$ cat src/rtl/apu_frame_sequencer.sv
// 512 Hz frame sequencer with length counters and channel-on flags.
// Prescales the bit clock and strobes length, sweep and envelope ticks.
module apu_length_counter #(
    parameter int DW = 6,
    parameter int CW = 7
) (
    input  logic          clk,
    input  logic          reset,
    input  logic          enable,
    input  logic          trig_level,
    input  logic          dont_loop,
    input  logic          tick,
    input  logic [DW-1:0] length_data,
    output logic          on_flag
);

    localparam logic [CW-1:0] FULL = CW'(1 << (CW - 1));

    logic          prev;
    logic [CW-1:0] cnt;
    logic [CW-1:0] load;
    logic          trig;

    assign load = {{(CW - DW){1'b0}}, length_data};
    assign trig = trig_level & ~prev;

    // Edge sampling runs even while disabled so a held bit cannot retrigger.
    always_ff @(posedge clk or posedge reset) begin
        if (reset) begin
            prev    <= 1'b0;
            cnt     <= '0;
            on_flag <= 1'b0;
        end else begin
            prev <= trig_level;
            if (!enable) begin
                cnt     <= '0;
                on_flag <= 1'b0;
            end else if (trig) begin
                cnt     <= FULL - load;
                on_flag <= 1'b1;
            end else if (tick && dont_loop && cnt != '0) begin
                cnt <= cnt - CW'(1);
                if (cnt == CW'(1)) begin
                    on_flag <= 1'b0;
                end
            end
        end
    end

endmodule

module apu_frame_sequencer #(
    parameter int DIV_COUNT = 24000,
    parameter int DIV_SIZE  = 15
) (
    input  logic       clk,
    input  logic       reset,
    input  logic       sound_master_enable,
    input  logic       ch1_reset,
    input  logic       ch2_reset,
    input  logic       ch3_reset,
    input  logic       ch4_reset,
    input  logic [5:0] ch1_length_data,
    input  logic [5:0] ch2_length_data,
    input  logic [7:0] ch3_length_data,
    input  logic [5:0] ch4_length_data,
    input  logic       ch1_dont_loop,
    input  logic       ch2_dont_loop,
    input  logic       ch3_dont_loop,
    input  logic       ch4_dont_loop,
    output logic [2:0] step,
    output logic       length_tick,
    output logic       sweep_tick,
    output logic       envelope_tick,
    output logic       ch1_on_flag,
    output logic       ch2_on_flag,
    output logic       ch3_on_flag,
    output logic       ch4_on_flag
);

    logic [DIV_SIZE-1:0] prescaler;
    logic                wrap;
    logic [2:0]          next_step;

    assign wrap      = prescaler == DIV_SIZE'(DIV_COUNT - 1);
    assign next_step = step + 3'd1;

    // Prescaler and step; ticks fire only in the first cycle of a new step.
    always_ff @(posedge clk or posedge reset) begin
        if (reset) begin
            prescaler     <= '0;
            step          <= 3'd0;
            length_tick   <= 1'b0;
            sweep_tick    <= 1'b0;
            envelope_tick <= 1'b0;
        end else if (!sound_master_enable) begin
            prescaler     <= '0;
            step          <= 3'd0;
            length_tick   <= 1'b0;
            sweep_tick    <= 1'b0;
            envelope_tick <= 1'b0;
        end else if (wrap) begin
            prescaler     <= '0;
            step          <= next_step;
            length_tick   <= ~next_step[0];
            sweep_tick    <= next_step[1:0] == 2'b10;
            envelope_tick <= next_step == 3'd7;
        end else begin
            prescaler     <= prescaler + DIV_SIZE'(1);
            length_tick   <= 1'b0;
            sweep_tick    <= 1'b0;
            envelope_tick <= 1'b0;
        end
    end

    apu_length_counter #(.DW(6), .CW(7)) u_ch1 (
        .clk        (clk),
        .reset      (reset),
        .enable     (sound_master_enable),
        .trig_level (ch1_reset),
        .dont_loop  (ch1_dont_loop),
        .tick       (length_tick),
        .length_data(ch1_length_data),
        .on_flag    (ch1_on_flag)
    );

    apu_length_counter #(.DW(6), .CW(7)) u_ch2 (
        .clk        (clk),
        .reset      (reset),
        .enable     (sound_master_enable),
        .trig_level (ch2_reset),
        .dont_loop  (ch2_dont_loop),
        .tick       (length_tick),
        .length_data(ch2_length_data),
        .on_flag    (ch2_on_flag)
    );

    apu_length_counter #(.DW(8), .CW(9)) u_ch3 (
        .clk        (clk),
        .reset      (reset),
        .enable     (sound_master_enable),
        .trig_level (ch3_reset),
        .dont_loop  (ch3_dont_loop),
        .tick       (length_tick),
        .length_data(ch3_length_data),
        .on_flag    (ch3_on_flag)
    );

    apu_length_counter #(.DW(6), .CW(7)) u_ch4 (
        .clk        (clk),
        .reset      (reset),
        .enable     (sound_master_enable),
        .trig_level (ch4_reset),
        .dont_loop  (ch4_dont_loop),
        .tick       (length_tick),
        .length_data(ch4_length_data),
        .on_flag    (ch4_on_flag)
    );

endmodule
$ cat config.mk
export PLATFORM = sky130hd
export DESIGN_NAME = apu_frame_sequencer
export DESIGN_NICKNAME = d
export VERILOG_FILES = /design/src/rtl/apu_frame_sequencer.sv
export SDC_FILE = /design/constraint.sdc
export NUM_CORES = 1
export LEC_CHECK = 0
export ABC_AREA = 0
export BUFFER_PORTS_ARGS = -buffer_cell sky130_fd_sc_hd__buf_2
export CAP_MARGIN = 30
export CORE_MARGIN = 2
export CORE_UTILIZATION = 55
export DETAILED_ROUTE_END_ITERATION = 10
export GPL_ROUTABILITY_DRIVEN = 0
export PLACE_DENSITY = 0.81
export SYNTH_ARGS = -nofsm -noshare
export SYNTH_HDL_FRONTEND = slang
export SYNTH_SLANG_ARGS = --single-unit
$ cat constraint.sdc
create_clock -name clk -period 4.3 [get_ports clk]
set_input_delay 0.215 -clock clk [delete_from_list [all_inputs] [get_ports clk]]
set_output_delay 0.215 -clock clk [all_outputs]
set_load 0.005 [all_outputs]
==> impl_metrics.toml <==
[logic_synthesis]
yosys_warnings = 0
synth_edf_count = 0
synthCells = 398
synth.distinct_cells = 47
synth_nets = 455
yosys.area.top_type_share = 0.402
ys.flop_type = "dfrtp_1"
synth_top_cell_by_area = "dfrtp_1"
synthArstFlopShare = 1.00
seq_area_frac_synth = 0.402
syn_area_um2 = 3670
ys_ff_latch = 59
synth_area_leaders = "dfrtp_1 40%, xnor2_1 6.9%, ha_1 6.8%"
syn_avg_cell_area_um2 = 9.22

[finish]
final_common_cell = "dfrtp_1"
stdcell_area_um2 = 4170
diodes = 0
layout_common_cells = "59 x dfrtp_1, 46 x buf_2, 35 x nor2_1"
drive_above_1_share = 0.147
n_fill_cell = 529
nNetsFinal = 502
utilization = 0.653
area_growth_pct = 13.6

[timing]
fin_ws_ns = 2.12
finalSetupViolCount = 0
relSlewSlack = 0.560
fin_crit_ns = 2.18
finalMaxSlewViolations = 0
finClkSkew_ns = 0.00628
fin_setup_tns_ns = 0
finalHoldViolations = 0
max_freq_mhz = 459
finalCritPeriodShare = 0.506
rsz0062_at_grt = "false"
worst_pin_slew_ns = 0.654

[floorplanning]
start_util = 0.574
coreArea_um2 = 6390
fp.dieArea_um2 = 7340
rows = 29
die_w_um = 85.7
io_pins = 47
chipHeight_um = 85.7

[power]
clkPwrFrac = 0.383
power_density_nw_per_um2 = 306
comb_power_share = 0.143
p_int_mw = 0.927
seqPwrFrac = 0.475
ir_drop_mv = 0.248
switching_power_mw = 0.349
p_leak_nw = 1.80
swShare = 0.274

[grt]
grt_antenna_before_repair = 0
grt_util_all_layers = 0.238
grt_pass1_vias = 3040
grt_max_degree = 33
overflow = 0
grt_first_pass_wirelength_mm = 13.8

[clocking]
cts_sinks = 59
clk_path_buf_depth = 2
clk_latency_ns = 0.34
cts_max_level = 3
clk_pin_slew_worst_paths_ns = 0.06
cts_tree = "built"
post_cts_resized = 0
cts_buffers = 9
root_buffer = "clkbuf_8"

[drt]
firstDrtPassIters = 4
drt_iter0_markers = 242
postRouteAntennaNets = 0
wl_mm = 8.12
vias = 3216
viasPerCell = 6.10
drc = 0
wl_per_cell_um = 15.4

[status]
status = "finished clean"

[hold_path]
hp-class = "in2reg"

[worst_setup_path]
crit_path_end_kind = "register"
crit_type = "reg2reg"
critPathMaxFanout = 14
critPathLaunchType = "register"
critPathArrivalTime_ns = 2.38
rrSetupSlack_ns = 2.12
required_ns = 4.50

[place]
place_ws_ns = 2.15
io_buffers = 46
hpwl_mm = 5.81
dpl_cell_area_um2 = 3950

[run]
drv_cap = 0
## path summary, 6_finish.rpt
path	from	endpoint	cells after the start
worst max register to register	prescaler[6]	prescaler[6]	4
min in group asynchronous	reset	u_ch4.cnt[2]	3
max in group asynchronous	reset	prescaler[10]	4
worst max-delay path	prescaler[6]	prescaler[6]	4
worst min-delay path	ch2_reset	u_ch2.prev	1
worst min register to register	prescaler[0]	prescaler[0]	1
## kinds of logic after synthesis
logic type               count (synthesis)  synth area share
buffers and inverters                   39            0.0406
multiplexers                             1           0.00273
adder cells (fa/ha/maj)                 20            0.0682
flip-flops                              59             0.402
AO/OA/AOI/OAI                           88             0.158
XOR/XNOR                                40            0.0955
AND/OR/NAND/NOR                        151             0.233
## registers in the layout (all words and copies together) (netlist names), 3 cells and up
| signal | count |
|---|---|
| step | 3 |
| u_ch1.cnt | 7 |
| u_ch3.cnt | 9 |
| u_ch4.cnt | 7 |
| prescaler | 15 |
| u_ch2.cnt | 7 |
## metrics by stage
step	power, mW	hold WS, ns	std cells
global placement	0.787	0.302	508
CTS	1.28	0.000972	527
finish	1.28	0.00696	527
floorplan	0.733	0.246	398
detailed placement	0.794	0.310	508
global route	1.34	0.00146	527
## Yosys cell counts (5+ instances only)
cell type  number
dfrtp_1        59
nor2_1         35
xnor2_1        29
inv_1          24
o21ai_0        22
a21oi_1        20
ha_1           20
a211oi_1       17
nand3_1        15
nor3_1         14
nor4_1         12
clkbuf_1       11
xor2_1         11
nand2_1         9
and4_1          8
nand4_1         8
nor3b_1         8
or4_1           8
nor2b_1         6
or3_1           6
and3_1          5
nand2b_1        5
o211ai_1        5
## layout make-up
class / instances / area, um^2 / area share
multi-input cells: 300 / 2040 / 0.490
inverters: 25 / 93.8 / 0.0225
flip-flops and latches: 59 / 1480 / 0.354
well taps: 77 / 96.3 / 0.0231
clock inverters: 1 / 5.00 / 0.00120
repair buffers: 50 / 268 / 0.0642
clock buffers: 15 / 186 / 0.0447
## routing by layer
layer  vias to the layer above  routed length (um)  GRT usage
li1                       1557                   -          -
met1                      1528                3740      0.320
met2                       106                3720      0.366
met3                        25                 394     0.0414
met4                         0                 258      0.128
met5                         -                   0          0
## power by group through the flow
stage / Sequential, mW / Combinational, mW / Clock, mW
after floorplan: 0.609 / 0.124 / 0
after global placement: 0.614 / 0.173 / 0
after detailed placement: 0.615 / 0.178 / 0
after CTS: 0.605 / 0.182 / 0.496
after global routing: 0.610 / 0.206 / 0.524
final: 0.606 / 0.182 / 0.489
## critical path: stages, from the launching register on
cell and delay, ns:
dfrtp_1 0.46, or4b_1 0.51, or3_1 0.45, o21ai_2 0.49
nor2_1 0.13
## timing repair
item	in CTS	in global routing
setup buffers	0	0
setup endpoints to repair	0	0
hold buffers	3	0
hold endpoints to repair	29	0
No activity file was read; power rests on OpenSTA's default activity.
